`src/rtl/path_dec_pkg.sv`:
```
// path_dec_pkg: shared constants and helpers for the path direction decoder.
//   - Direction codes used by the maze datapath (DIR_*).
//   - ORIGIN_LOC: the datapath start cell.
//   - state_t: decoder FSM encoding.
//   - classify_step(): inverse of dir->location stepping, with legality check.
package path_dec_pkg;

    localparam logic [1:0] DIR_YDEC = 2'b00;
    localparam logic [1:0] DIR_XINC = 2'b01;
    localparam logic [1:0] DIR_XDEC = 2'b10;
    localparam logic [1:0] DIR_YINC = 2'b11;

    localparam logic [7:0] ORIGIN_LOC = 8'h00;

    typedef enum logic [1:0] {
        ST_IDLE  = 2'b00,
        ST_TRACK = 2'b01,
        ST_DRAIN = 2'b10,
        ST_ERR   = 2'b11
    } state_t;

    typedef struct packed {
        logic       legal;
        logic [1:0] dir;
    } step_t;

    // A step is legal only when exactly one nibble moves by one without
    // wrapping; identical locations fall through every branch as illegal.
    function automatic step_t classify_step(input logic [7:0] prev_loc,
                                            input logic [7:0] cur_loc);
        step_t      res;
        logic [3:0] px;
        logic [3:0] py;
        logic [3:0] cx;
        logic [3:0] cy;
        px = prev_loc[7:4];
        py = prev_loc[3:0];
        cx = cur_loc[7:4];
        cy = cur_loc[3:0];
        res.legal = 1'b0;
        res.dir   = DIR_YDEC;
        if (px == cx) begin
            if ((py != 4'h0) && (cy == (py - 4'h1))) begin
                res.legal = 1'b1;
                res.dir   = DIR_YDEC;
            end else if ((py != 4'hF) && (cy == (py + 4'h1))) begin
                res.legal = 1'b1;
                res.dir   = DIR_YINC;
            end else begin
                res.legal = 1'b0;
            end
        end else if (py == cy) begin
            if ((px != 4'hF) && (cx == (px + 4'h1))) begin
                res.legal = 1'b1;
                res.dir   = DIR_XINC;
            end else if ((px != 4'h0) && (cx == (px - 4'h1))) begin
                res.legal = 1'b1;
                res.dir   = DIR_XDEC;
            end else begin
                res.legal = 1'b0;
            end
        end else begin
            res.legal = 1'b0;
        end
        return res;
    endfunction

endpackage

```
`src/rtl/path_dir_decoder_fifo.sv`:
```
// dir_fifo: DEPTH x 2-bit synchronous FIFO for direction codes.
// Ports: clk, rst_n (async active-low), flush (sync clear, wins over push/pop),
//        push/wdata, pop/rdata (head, valid when !empty), full, empty.
// Push while full and pop while empty are ignored.
module dir_fifo #(
    parameter int DEPTH = 8
) (
    input  logic       clk,
    input  logic       rst_n,
    input  logic       flush,
    input  logic       push,
    input  logic [1:0] wdata,
    input  logic       pop,
    output logic [1:0] rdata,
    output logic       full,
    output logic       empty
);
    import path_dec_pkg::*;

    localparam int             AW       = $clog2(DEPTH);
    localparam logic [AW:0]    FULL_CNT = (AW+1)'(DEPTH);

    logic [AW-1:0] wr_ptr_q, wr_ptr_d;
    logic [AW-1:0] rd_ptr_q, rd_ptr_d;
    logic [AW:0]   count_q, count_d;
    logic [1:0]    mem_q [DEPTH];
    logic          do_push_s;
    logic          do_pop_s;

    assign full  = (count_q == FULL_CNT);
    assign empty = (count_q == {(AW+1){1'b0}});
    assign rdata = mem_q[rd_ptr_q];

    // Pointer and occupancy update; flush returns everything to empty.
    always_comb begin
        do_push_s = push && !full;
        do_pop_s  = pop && !empty;
        wr_ptr_d  = wr_ptr_q;
        rd_ptr_d  = rd_ptr_q;
        count_d   = count_q;
        if (flush) begin
            wr_ptr_d = {AW{1'b0}};
            rd_ptr_d = {AW{1'b0}};
            count_d  = {(AW+1){1'b0}};
        end else begin
            if (do_push_s) begin
                wr_ptr_d = wr_ptr_q + AW'(1);
            end else begin
                wr_ptr_d = wr_ptr_q;
            end
            if (do_pop_s) begin
                rd_ptr_d = rd_ptr_q + AW'(1);
            end else begin
                rd_ptr_d = rd_ptr_q;
            end
            case ({do_push_s, do_pop_s})
                2'b10:   count_d = count_q + (AW+1)'(1);
                2'b01:   count_d = count_q - (AW+1)'(1);
                default: count_d = count_q;
            endcase
        end
    end

    // Pointer and occupancy registers.
    always_ff @(posedge clk or negedge rst_n) begin
        if (!rst_n) begin
            wr_ptr_q <= {AW{1'b0}};
            rd_ptr_q <= {AW{1'b0}};
            count_q  <= {(AW+1){1'b0}};
        end else begin
            wr_ptr_q <= wr_ptr_d;
            rd_ptr_q <= rd_ptr_d;
            count_q  <= count_d;
        end
    end

    // Storage array; cleared on reset so the head never shows X.
    always_ff @(posedge clk or negedge rst_n) begin
        if (!rst_n) begin
            for (int i = 0; i < DEPTH; i++) begin
                mem_q[i] <= 2'b00;
            end
        end else if (do_push_s && !flush) begin
            mem_q[wr_ptr_q] <= wdata;
        end else begin
            mem_q[wr_ptr_q] <= mem_q[wr_ptr_q];
        end
    end

endmodule

```
`src/rtl/path_dir_decoder.sv`:
```
// path_dir_decoder: turns a replayed stream of maze locations {x[7:4],y[3:0]}
// back into 2-bit direction codes, buffers them in a FIFO, flags illegal
// steps (sticky stepErr) and pulses pathDone once a finished path drains.
// Ports: clk, rst (async active-low), restart (sync clear),
//        locIn/locValid/locReady/pathEnd (location input handshake),
//        dirOut/dirValid/dirReady (direction output handshake),
//        stepCount (saturating pushes this path), stepErr, pathDone.
// Optional: define PATH_DEC_ORIGIN_CHECK_EN to require the first location of
// every path to be ORIGIN_LOC; otherwise any first location is the origin.
module path_dir_decoder #(
    parameter int DEPTH = 8,
    parameter int CNT_W = 8
) (
    input  logic             clk,
    input  logic             rst,
    input  logic             restart,
    input  logic [7:0]       locIn,
    input  logic             locValid,
    output logic             locReady,
    input  logic             pathEnd,
    output logic [1:0]       dirOut,
    output logic             dirValid,
    input  logic             dirReady,
    output logic [CNT_W-1:0] stepCount,
    output logic             stepErr,
    output logic             pathDone
);
    import path_dec_pkg::*;

    state_t           state_q, state_d;
    logic [7:0]       prev_q, prev_d;
    logic [CNT_W-1:0] cnt_q, cnt_d;
    logic             err_q, err_d;
    logic             done_q, done_d;

    logic             accept_s;
    logic             origin_ok_s;
    logic             push_s;
    logic             pop_s;
    logic             flush_s;
    logic             fifo_full_s;
    logic             fifo_empty_s;
    step_t            step_s;

    assign accept_s  = locValid && locReady;
    assign pop_s     = dirValid && dirReady;
    assign step_s    = classify_step(prev_q, locIn);
    assign dirValid  = !fifo_empty_s;
    assign stepCount = cnt_q;
    assign stepErr   = err_q;
    assign pathDone  = done_q;

`ifdef PATH_DEC_ORIGIN_CHECK_EN
    assign origin_ok_s = (locIn == ORIGIN_LOC);
`else
    assign origin_ok_s = 1'b1;
`endif

    // Input readiness: a pop in the same cycle deliberately does not free a slot.
    always_comb begin
        locReady = 1'b0;
        case (state_q)
            ST_IDLE:  locReady = 1'b1;
            ST_TRACK: locReady = !fifo_full_s;
            default:  locReady = 1'b0;
        endcase
    end

    // Next-state, path bookkeeping and FIFO control.
    always_comb begin
        state_d = state_q;
        prev_d  = prev_q;
        cnt_d   = cnt_q;
        err_d   = err_q;
        done_d  = 1'b0;
        push_s  = 1'b0;
        flush_s = 1'b0;
        if (restart) begin
            state_d = ST_IDLE;
            prev_d  = 8'h00;
            cnt_d   = {CNT_W{1'b0}};
            err_d   = 1'b0;
            flush_s = 1'b1;
        end else begin
            case (state_q)
                ST_IDLE: begin
                    if (accept_s && origin_ok_s) begin
                        prev_d  = locIn;
                        cnt_d   = {CNT_W{1'b0}};
                        state_d = pathEnd ? ST_DRAIN : ST_TRACK;
                    end else if (accept_s) begin
                        state_d = ST_ERR;
                        err_d   = 1'b1;
                        flush_s = 1'b1;
                    end else begin
                        state_d = ST_IDLE;
                    end
                end
                ST_TRACK: begin
                    if (accept_s && step_s.legal) begin
                        push_s  = 1'b1;
                        prev_d  = locIn;
                        cnt_d   = (cnt_q == {CNT_W{1'b1}}) ? cnt_q : cnt_q + CNT_W'(1);
                        state_d = pathEnd ? ST_DRAIN : ST_TRACK;
                    end else if (accept_s) begin
                        state_d = ST_ERR;
                        err_d   = 1'b1;
                        flush_s = 1'b1;
                    end else begin
                        state_d = ST_TRACK;
                    end
                end
                ST_DRAIN: begin
                    if (fifo_empty_s) begin
                        done_d  = 1'b1;
                        state_d = ST_IDLE;
                    end else begin
                        state_d = ST_DRAIN;
                    end
                end
                ST_ERR: begin
                    state_d = ST_ERR;
                    err_d   = 1'b1;
                end
                default: begin
                    state_d = ST_IDLE;
                end
            endcase
        end
    end

    // FSM and path bookkeeping registers.
    always_ff @(posedge clk or negedge rst) begin
        if (!rst) begin
            state_q <= ST_IDLE;
            prev_q  <= 8'h00;
            cnt_q   <= {CNT_W{1'b0}};
            err_q   <= 1'b0;
            done_q  <= 1'b0;
        end else begin
            state_q <= state_d;
            prev_q  <= prev_d;
            cnt_q   <= cnt_d;
            err_q   <= err_d;
            done_q  <= done_d;
        end
    end

    dir_fifo #(.DEPTH(DEPTH)) u_fifo (
        .clk   (clk),
        .rst_n (rst),
        .flush (flush_s),
        .push  (push_s),
        .wdata (step_s.dir),
        .pop   (pop_s),
        .rdata (dirOut),
        .full  (fifo_full_s),
        .empty (fifo_empty_s)
    );

endmodule

```
`config.mk`:
```
export PLATFORM = sky130hd
export DESIGN_NAME = path_dir_decoder
export DESIGN_NICKNAME = d
export VERILOG_FILES = /design/src/rtl/path_dec_pkg.sv /design/src/rtl/path_dir_decoder_fifo.sv /design/src/rtl/path_dir_decoder.sv
export SDC_FILE = /design/constraint.sdc
export NUM_CORES = 1
export LEC_CHECK = 0
export BUFFER_PORTS_ARGS = -buffer_cell sky130_fd_sc_hd__clkbuf_2
export CAP_MARGIN = 20
export CELL_PAD_IN_SITES_DETAIL_PLACEMENT = 0
export CELL_PAD_IN_SITES_GLOBAL_PLACEMENT = 1
export CORE_UTILIZATION = 43
export CTS_BUF_LIST = sky130_fd_sc_hd__clkbuf_8
export DETAILED_ROUTE_END_ITERATION = 10
export PLACE_DENSITY_LB_ADDON = 0.1
export SLEW_MARGIN = 10
export SYNTH_ARGS = -nofsm -noshare
export SYNTH_HDL_FRONTEND = slang
export SYNTH_HIERARCHICAL = 1
export SYNTH_SLANG_ARGS = --single-unit
```
`constraint.sdc`:
```
create_clock -name clk -period 3.7 [get_ports clk]
set_input_delay 0.37 -clock clk [delete_from_list [all_inputs] [get_ports clk]]
set_output_delay 0.37 -clock clk [all_outputs]
set_load 0.05 [all_outputs]
```
==> impl_metrics.env <==
export IMPL_setup_viol=0
export IMPL_worst_pin_slew_ns=0.850
export IMPL_seq_area_frac_synth_pct=36.1
export IMPL_drtIter0Drc=138
export IMPL_worstSetupPathType="flop to flop"
export IMPL_routed_wl_um=7290
export IMPL_grt_ovfl_total=0
export IMPL_status="finished clean"
export IMPL_pin_count=28
export IMPL_fmax_mhz=288
export IMPL_synth_cell_types=59
export IMPL_ys_ff_latch=46
export IMPL_synth_edf_count=0
export IMPL_cts_sinks=46
export IMPL_worstPathCellList="inv_1 -> ha_1 -> xor2_1 -> o21ai_0 -> or4_4 -> a21oi_2 -> a211oi_1 -> nor3_2 -> a21oi_4 -> buf_6 -> ha_1 -> nand3_1 -> nand2_1 -> or4b_1 -> o311ai_1"
export IMPL_min_path_type="primary input to asynchronous set/reset pin"
export IMPL_period_minus_slack_ns=3.47
export IMPL_ys_warn_count=6
export IMPL_clk_insertion_delay_late_ns=0.31
export IMPL_min_period_over_period_pct=93.8
export IMPL_yosys_area_top_type="dfrtp_1"
export IMPL_dp_slack_ns=0.237
export IMPL_grt_pass1_vias=2547
export IMPL_r2r_end="u_fifo/count_q[3]"
export IMPL_ys_flop_type="dfrtp_1"
export IMPL_r2r_start="prev_q[4]"
export IMPL_yosysMostFrequentCell="dfrtp_1"
export IMPL_n_antenna_cell=0
export IMPL_synth_common_cells="dfrtp_1 (46), a21oi_1 (25), nand3_1 (23)"
export IMPL_relSlewSlack_pct=42.7
export IMPL_maxCapViolCount=0
export IMPL_netlist_instances=349
export IMPL_dieArea_um2=7770
export IMPL_dieHeight_um=88.2
export IMPL_stdcell_area_um2=3530
export IMPL_synth_nets=374
export IMPL_syn_avg_cell_area_um2=9.15
export IMPL_fin_nets=397
export IMPL_layout_drive_gt1_share_pct=18.0
export IMPL_cp_arrival_ns=3.68
export IMPL_core_area_um2=7210
export IMPL_async_flop_share_pct=100
export IMPL_port_buffers=27
export IMPL_finalHoldViolations=0
export IMPL_leakagePower_uw=0.00150
export IMPL_htree_levels=2
export IMPL_reg2reg_depth=15
export IMPL_start_util_pct=44.3
export IMPL_endpoint="u_fifo/count_q[3]"
export IMPL_critical_path_depth=15
export IMPL_dr_pass1_iters=4
export IMPL_viasPerCell=5.49
export IMPL_place_gp_congestion=0.834
export IMPL_hold_buffers=0
export IMPL_netlist_area_um2=3190
export IMPL_rows=31
export IMPL_placed_cell_area_um2=3430
export IMPL_synth_area_leaders="dfrtp_1 (36%), xnor2_1 (4.7%), a21oi_1 (3.9%), ha_1 (3.9%), nand3_1 (3.6%)"
export IMPL_grt_max_degree=30
export IMPL_clockRootBuffer="clkbuf_8"
export IMPL_hpwl_um=5160
export IMPL_crit_fanout=10
export IMPL_wl_per_cell_um=15.4
export IMPL_total_power_uw=1190
export IMPL_finClkSkew_ns=0.00683
export IMPL_grt_use_total_pct=20.6
export IMPL_grt_pass1_wl_um=12500
export IMPL_numCtsBuffers=5
export IMPL_cts_buffer_depth=2
export IMPL_cp_required_ns=3.91
export IMPL_p_per_area_nw_per_um2=337
export IMPL_cp_common_cell="ha_1"
export IMPL_cp_startpoint="prev_q[4]"
export IMPL_drc_errors=0
export IMPL_fin_tns_setup_ns=0
export IMPL_r2r_slack_ns=0.23
export IMPL_area_growth_pct=10.5
export IMPL_start_kind="flop"
export IMPL_path_clk_slew_ns=0.10
export IMPL_cp_slowest_cell="or4_4"
export IMPL_cts_tree="built"
export IMPL_antenna_found_initial=0
export IMPL_antenna_left=0
export IMPL_cpPeakStageDelay_ns=0.52
export IMPL_die_w_um=88.2
export IMPL_ir_drop_v=0.000148
export IMPL_cp_end_kind="flop"
export IMPL_critPathTopFamily="simple AND/OR/NAND/NOR gates"
export IMPL_setup_ws_ns=0.229
export IMPL_synth_top_area_share_pct=36.1
export IMPL_crit_buf_inv=2
export IMPL_vias=2593
export IMPL_drv_slew=0
==> layer usage <==
metal | wire length [um] | GRT usage, % | part of all wire (%)
met5 | 0 | 0 | 0
met4 | 56 | 3.96 | 0.77
met3 | 275 | 3.96 | 3.8
met2 | 3450 | 35.0 | 47
met1 | 3500 | 27.5 | 48
==> what timing repair did <==
action / CTS / global route
setup buffers: 0 / 0
setup endpoints to repair: 0 / 1
resized for setup: 0 / 3
==> cell families (layout without fill, tap and decap cells) <==
family | after synthesis | after routing | share of synthesized area (%)
buf+inv | 36 | 60 | 5.21
compound gates | 91 | 91 | 19.1
simple gates | 127 | 127 | 21.6
fa+ha+maj | 11 | 11 | 4.55
xor+xnor | 23 | 23 | 7.13
flops | 46 | 46 | 36.1
mux | 15 | 15 | 6.39
==> worst min-delay path by stage <==
stage / endpoint / cells after the start
finish: u_fifo/count_q[3] / 1
global route: u_fifo/mem_q[6] / 1
CTS: u_fifo/count_q[3] / 1
detailed placement: u_fifo/count_q[3] / 1
global placement: u_fifo/rd_ptr_q[0] / 1
floorplan: pathDone / 0
==> per-stage QoR <==
step / cells / hold WS [ns] / util, %
after floorplan: 349 / 0.0744 / -
after global placement: 464 / 0.489 / 47.5
after detailed placement: 464 / 0.494 / 47.5
after CTS: 472 / 0.156 / 48.8
after global routing: 472 / 0.171 / 48.9
final: 472 / 0.113 / 48.9
==> final cells by class <==
| type | instances | area, um2 |
|---|---|---|
| multi-input combinational | 267 | 1890 |
| tap | 99 | 124 |
| clock inverter | 3 | 21.3 |
| inverter | 16 | 65.1 |
| fill | 698 | 3680 |
| clock buffer | 5 | 68.8 |
| timing repair buffer | 36 | 206 |
| sequential | 46 | 1150 |
==> registers in the layout, indices dropped and copies added (netlist names) <==
| signal | flops |
|---|---|
| u_fifo/rd_ptr_q | 3 |
| u_fifo/count_q | 4 |
| stepCount | 8 |
| pathDone | 1 |
| u_fifo/mem_q | 16 |
| state_q | 2 |
| stepErr | 1 |
| prev_q | 8 |
| u_fifo/wr_ptr_q | 3 |
==> cell usage in the layout, fill, tap and decap left out, types with 15 or more instances in the layout <==
master	count
dfrtp_1	46
nand3_1	23
a21oi_1	23
clkbuf_2	27
o21ai_0	20
inv_1	15
nand2_1	16
nand2b_1	18
xnor2_1	17
nor2_1	22
==> power by group <==
group	internal (uW)	leakage, uW	switching (uW)
Sequential	533	0.000588	35.0
Clock	133	0.0000441	192
Combinational	115	0.000866	180
No activity file was read; power rests on OpenSTA's default activity.
